[src/rtl/conv_pkg.sv]
// Shared defaults and word/stack types for the convolution engine image path.
package conv_pkg;

  localparam int IMAGE_WIDTH   = 16;
  localparam int IMAGE_NB      = 8;
  localparam int KERNEL_HEIGHT = 3;
  localparam int ROW_WORDS     = 4;
  localparam int WORD_WIDTH    = IMAGE_WIDTH * IMAGE_NB;

  typedef logic [WORD_WIDTH-1:0] word_t;
  typedef word_t stack_t [KERNEL_HEIGHT];

endpackage

[src/rtl/line_mem.sv]
// One image row of words: synchronous write, asynchronous read, one shared address.
module line_mem
  import conv_pkg::*;
#(
  parameter int DEPTH = 4,
  parameter int WIDTH = 128,
  localparam int AW   = (DEPTH > 1) ? $clog2(DEPTH) : 1
) (
  input  logic             clk,
  input  logic             we,
  input  logic [AW-1:0]    addr,
  input  logic [WIDTH-1:0] wdata,
  output logic [WIDTH-1:0] rdata
);

  logic [WIDTH-1:0] mem [DEPTH];

  always_ff @(posedge clk) begin
    if (we) mem[addr] <= wdata;
  end

  assign rdata = mem[addr];

endmodule

[src/rtl/line_feeder.sv]
// Stacks each accepted word with the same column of the previous KERNEL_HEIGHT-1 rows.
// One cycle accept-to-valid; single output register, ready passes straight through.
module line_feeder
  import conv_pkg::*;
#(
  parameter int IMAGE_WIDTH   = conv_pkg::IMAGE_WIDTH,
  parameter int IMAGE_NB      = conv_pkg::IMAGE_NB,
  parameter int KERNEL_HEIGHT = conv_pkg::KERNEL_HEIGHT,
  parameter int ROW_WORDS     = conv_pkg::ROW_WORDS,
  localparam int WORD_WIDTH   = IMAGE_WIDTH * IMAGE_NB
) (
  input  logic                              clk,
  input  logic                              rst_n,
  input  logic [WORD_WIDTH-1:0]             up_data,
  input  logic                              up_valid,
  input  logic                              up_last,
  output logic                              up_ready,
  output logic [KERNEL_HEIGHT*WORD_WIDTH-1:0] image,
  output logic                              image_valid,
  input  logic                              dn_ready,
  output logic                              frame_err
);

  localparam int CW = $clog2(ROW_WORDS);
  localparam int FW = $clog2(KERNEL_HEIGHT);
  localparam logic [CW-1:0] COL_LAST  = CW'(ROW_WORDS - 1);
  localparam logic [FW-1:0] FILL_FULL = FW'(KERNEL_HEIGHT - 1);

  logic [CW-1:0]         col;
  logic [FW-1:0]         fill;
  logic                  accept;
  logic [WORD_WIDTH-1:0] rd [KERNEL_HEIGHT-1];

  assign up_ready = !image_valid || dn_ready;
  assign accept   = up_valid && up_ready;

  // Rows shift one memory older per accept; the newest memory takes the incoming word.
  for (genvar k = 0; k < KERNEL_HEIGHT-1; k++) begin : g_mem
    logic [WORD_WIDTH-1:0] wd;
    if (k == KERNEL_HEIGHT-2) begin : g_top
      assign wd = up_data;
    end else begin : g_mid
      assign wd = rd[k+1];
    end
    line_mem #(.DEPTH(ROW_WORDS), .WIDTH(WORD_WIDTH)) u_mem (
      .clk   (clk),
      .we    (accept),
      .addr  (col),
      .wdata (wd),
      .rdata (rd[k])
    );
  end

  always_ff @(posedge clk or negedge rst_n) begin
    if (!rst_n) begin
      image       <= '0;
      image_valid <= 1'b0;
      frame_err   <= 1'b0;
      col         <= '0;
      fill        <= '0;
    end else begin
      if (accept) begin
        for (int h = 0; h < KERNEL_HEIGHT-1; h++) image[h*WORD_WIDTH +: WORD_WIDTH] <= rd[h];
        image[(KERNEL_HEIGHT-1)*WORD_WIDTH +: WORD_WIDTH] <= up_data;
        if (up_last) begin
          col  <= '0;
          fill <= '0;
          if (col != COL_LAST) frame_err <= 1'b1;
        end else if (col == COL_LAST) begin
          col <= '0;
          if (fill != FILL_FULL) fill <= fill + FW'(1);
        end else begin
          col <= col + CW'(1);
        end
      end
      if (accept && fill == FILL_FULL) image_valid <= 1'b1;
      else if (dn_ready)               image_valid <= 1'b0;
    end
  end

endmodule

[config.mk]
export PLATFORM = sky130hd
export DESIGN_NAME = line_feeder
export DESIGN_NICKNAME = d
export VERILOG_FILES = /design/src/rtl/conv_pkg.sv /design/src/rtl/line_mem.sv /design/src/rtl/line_feeder.sv
export SDC_FILE = /design/constraint.sdc
export NUM_CORES = 1
export LEC_CHECK = 0
export ABC_AREA = 1
export CAP_MARGIN = 20
export CORE_MARGIN = 2
export CORE_UTILIZATION = 45
export CTS_BUF_LIST = sky130_fd_sc_hd__clkbuf_8
export DETAILED_ROUTE_END_ITERATION = 8
export HOLD_SLACK_MARGIN = 0.12
export PLACE_DENSITY = 0.67
export SLEW_MARGIN = 15
export SYNTH_ARGS = -nofsm -noshare
export SYNTH_HDL_FRONTEND = slang
export SYNTH_SLANG_ARGS = --single-unit
[constraint.sdc]
create_clock -name clk -period 12.4 [get_ports clk]
set_input_delay 1.24 -clock clk [delete_from_list [all_inputs] [get_ports clk]]
set_output_delay 1.24 -clock clk [all_outputs]
set_load 0.01 [all_outputs]
Word level (Yosys, flattened, before mapping)
Memory sizes are Yosys's and may differ from the RTL's. A register that Yosys moved wholly into a read port is not among the register bits.
Index checks and enable logic that the tools add are counted.
Storage, ports and cells
  register bits: 390
  latch bits: 0
  RAM bits: 1024
  memory bits (read-only): 0
  bits of input ports: 133
  output and inout port bits: 387
  memories: 2
Operators by class
  add/subtract/negate cells: 2
  multiply operators: 0
  divide/modulo/power cells: 0
  magnitude comparators: 0
  eq/ne operators: 4
  shift operators: 0
  mux-type cells: 9
  bitwise gates (word level): 0
  reduce and logical (&&, ||, !) cells: 10
Memories
  g_mem[0].u_mem.mem: depth 4, width 128, read ports 1, clocked after Yosys merged registers in 1, write ports 1, line line_mem.sv:16  | logic [WIDTH-1:0] mem [DEPTH];
  g_mem[1].u_mem.mem: depth 4, width 128, read ports 1, clocked after Yosys merged registers in 0, write ports 1, line line_mem.sv:16
Operators with widths (count)
  2-to-1 mux 2 bit: 5
  AND reduction 3 bit: 2
  nonzero test 2 bit: 3
  adder 2 x 1 -> 2 bit, second input constant: 2
  equality test 2 bit, second input constant: 2
  2-to-1 mux 1 bit: 4
  inequality test 2 bit, second input constant: 2
  logical AND 1 bit: 2
  logical NOT 1 bit: 2
  logical OR 1 bit: 1

Logic depth before layout (Yosys ltp)
  word-level depth: 5
  gate-level depth with buffers: 9
  mapped depth without buffers: 7

Cells and area by module
Synthesis repeated with hierarchy kept, for this count alone.
Second synthesis, totals
  cells, all modules: 5171
  area total of the unflattened synthesis: 55165.4 µm²
By module, submodules not included
  line_mem: instances 2, cells an instance 1757, area an instance 20245.7 µm²
  line_feeder: instances 1, cells an instance 1657, area an instance 14674.1 µm²

Worst setup path after synthesis
No wires, ideal clock.
  path kind: input to register
  start: in dn_ready
  end: mem g_mem[0].u_mem.mem[0][0], enable pin
  data arrival time: 12.373 ns
  required time: 11.523 ns
  setup slack: -0.850 ns
  stages: 6
  path buffers: 2
  cell sequence: inv_2 nand2_2 nand2_2 buf_2 buf_2 nor2_1
Between the ends
  longest elaborated chain between the ends: 4
RTL lines
  start, declared: line line_feeder.sv:20  | input logic dn_ready,
  logical OR 1 bit: line line_feeder.sv:34  | assign up_ready = !image_valid || dn_ready;
  named net up_ready: line line_feeder.sv:17  | output logic up_ready,
  logical AND 1 bit: line line_feeder.sv:35  | assign accept = up_valid && up_ready;
  2-to-1 mux 1 bit: line line_mem.sv:19  | if (we) mem[addr] <= wdata;
  2-to-1 mux 1 bit (implied by the code): line line_mem.sv:19
  end, declared: line line_mem.sv:16
The timed path passes the listed nets, and every way through them passes these cells.

Worst setup path after layout
  start: reg col[1]
  end: mem g_mem[1].u_mem.mem[0][41], enable pin
RTL lines
  start, declared: line line_feeder.sv:29  | logic [CW-1:0] col;
  start signal, assigned: line line_feeder.sv:73  | col <= col + CW'(1);
  end, declared: line line_mem.sv:16
No word-level cell before the write port.

==> summary.md <==
| Metric | Value |
|---|---|
| Status | finished, final reports clean |
| Cell internal pwr | 10.3 mW |
| Pre-CTS worst setup slack | 6900 ps |
| CTS H-tree depth | 4 |
| Row Count | 129 |
| Die Footprint | 0.128 mm² |
| DP HPWL | 76.3 mm |
| Fmax achieved | 214 MHz |
| Leakage power total | 29.4 nW |
| Gr usage total | 21.3% |
| Share of cells above drive strength 1 | 6.10% |
| Worst clock skew | 47.1 ps |
| Critical path class | flop to flop |
| Seq cells post-synth | 1414 |
| First-pass GRT wire length | 210 mm |
| Yosys warns | 0 |
| Cells after Synth | 5166 |
| Final setup viols | 0 |
| Inst Count DP | 7104 |
| CTS tree | yes |
| # DRC | 0 |
| Minimum clock period | 4680 ps |
| Die height | 358 µm |
| Synth area leaders | edfxtp_1, dfrtp_1, nand2_1 |
| Vias in the first global route | 36100 |
| Resized Gates After CTS | 0 |
| Post-route setup slack | 7720 ps |
| Reported net switching power | 5.09 mW |
| Vias per cell | 4.91 |
| Synth area leader | edfxtp_1 |
| Tcrit/Tclk final | 37.7% |
| Max Slew Vio Count | 0 |
| Dominant synthesized flop cell | edfxtp_1 |
| Commonest cells post-synth | nand2_1, edfxtp_1, nand3_1, inv_1, dfrtp_1 |
| Hold Vio Cnt, Final | 0 |
| Worst-path clk slew | 60 ps |
| Hold Path Class | input port to async pin |
| Met1 wire length | 59.8 mm |
| Avg WL per Cell | 18.2 µm |
| Worst Tran Pin Value | 1110 ps |
| Core area | 0.124 mm² |
| Max Root-Sink Buffers | 3 |
| Sequential share of the synthesized area | 71.8% |
| CP arrival | 5180 ps |
| DRT Pass-1 Iters | 7 |
| Starting density of the core | 45.5% |
| Top Layer Used | met4 |
| Critical path data required time | 12910 ps |
| Wire length on met2 | 63.4 mm |
| Largest net degree at the start of global routing | 183 |
| Nets@finish | 5830 |
| EDFF count, synth | 1024 |
| Crit-path max FO | 97 |
| Number of port buffers | 519 |
| Peak supply drop | 0.133 mV |
| Clock root buffer master | clkbuf_8 |
| Iter 0 DRT Violations | 3055 |
| Worst-skew pair later-pin latency | 920 ps |
| Pwr Density | 229 mW/mm² |
| Placer congestion estimate | 0.773 |
| Post-Syn Area | 0.0564 mm² |
| Met3 WL | 8.72 mm |
| Synthesized Nets | 5304 |
| Flop pwr share | 45.2% |
| RSZ-0062 raised after global routing | no |
| Switching fraction of total power | 33.0% |
| Netlist cell types | 18 |
| Synthesis-to-layout area growth | 19.1% |
| Max_cap viols | 0 |
| Total Wirelength | 137 mm |
| Synth top area share | 54.5% |
| Cts hold-fix bufs | 0 |
| Die X | 358 µm |
| Rel. slew slack | 26.1% |
| ANT nets after route | 0 |
| Setup bufs post-CTS | 0 |
| Ys async rst share | 27.6% |
| CTS buffer count | 222 |
| Avg Inst Size Synth | 10.9 µm² |
| Critical path endpoint category | flop |
| I/O pins | 520 |
| Startpoint types | flop |
| Comb pwr share | 28.6% |
| CTS sink count | 1414 |
| Top-count cell post-synth | nand2_1 |
| Fin cells | 7533 |
| Via count | 37000 |
| Clock power frac | 26.2% |
| GR Overflow Total | 0 |
| Initial antenna violation count | 8 |
-- per-layer routing --
metal  up-vias  GRT usage [%]
met5         -              0
met4         0           9.10
met3       239           4.50
met2      1093           33.2
met1     17900           29.1
li1      17700              -
-- cell usage in the layout (no fill, tap or decap), types with 15 or more instances in the layout --
master / n
nand3_1: 644
dfrtp_1: 388
clkinv_2: 23
inv_1: 621
bufinv_16: 15
buf_4: 31
clkdlybuf4s50_1: 518
edfxtp_1: 1024
clkbuf_8: 252
nand2_1: 2185
and2_1: 128
-- worst paths after layout --
check / slack [ps] / to / from / cells past startpoint
worst min register to register: 470 / image[302]$_DFFE_PN0P_ / image[302]$_DFFE_PN0P_ / 2
worst max register to register: 7720 / g_mem[1].u_mem.mem[0][41]$_DFFE_PP_ / col[1]$_DFFE_PN0P_ / 6
min in group clk: 470 / image[302]$_DFFE_PN0P_ / image[302]$_DFFE_PN0P_ / 2
worst min-delay path: 330 / image[342]$_DFFE_PN0P_ / rst_n / 1
max in group asynchronous: 10060 / image[18]$_DFFE_PN0P_ / rst_n / 3
worst max-delay path: 7720 / g_mem[1].u_mem.mem[0][41]$_DFFE_PP_ / col[1]$_DFFE_PN0P_ / 6
-- power groups by stage --
stage / logic (mW) / registers (mW) / clock network, mW
after global placement: 4.37 / 7.03 / 0
after detailed placement: 4.44 / 7.04 / 0
after global routing: 4.88 / 7.06 / 4.34
after floorplan: 2.26 / 7.32 / 0
final: 4.40 / 6.96 / 4.04
after CTS: 4.46 / 6.97 / 4.13
-- kinds of logic after synthesis --
group,after synthesis,synth area share [%]
compound gates,4,0.0399
simple gates,2965,21.7
flops,1414,71.8
buf+inv,778,6.37
fa+ha+maj,5,0.111
-- final cells by class --
class	instances	area, µm²
Antenna cell	7	17.5
Clock buffer	252	3470
Clock inverter	169	1190
Fill cell	10500	56900
Inverter	522	1990
Multi-Input combinational cell	2974	12400
Sequential cell	1414	40500
Tap cell	1637	2050
Timing Repair Buffer	558	5600
-- sequential cells by signal, indices dropped and copies added (netlist names) --
name             flops
fill                 2
image_valid          1
g_mem.u_mem.mem   1024
frame_err            1
col                  2
image              384
-- worst max-delay path, cell delays in order (launching register included) --
cell and delay, ps:
dfrtp_4 670, inv_8 540, ha_1 280, inv_1 70, nor2_4 720, buf_4 870, buf_4 880
-- per-stage QoR --
stage / TNS (ps) / power (mW) / hold slack (ps) / utilization (%) / cell area, µm²
after floorplan: -870740 / 9.58 / 446 / - / 56400
after detailed placement: 0 / 11.5 / 464 / 50.4 / 62500
after global routing: 0 / 16.3 / 302 / 54.2 / 67200
after global placement: 0 / 11.4 / 462 / 50.4 / 62500
final: 0 / 15.4 / 334 / 54.2 / 67200
after CTS: 0 / 15.5 / 228 / 54.1 / 67200
Note: power is estimated with default switching activity, not from simulation.
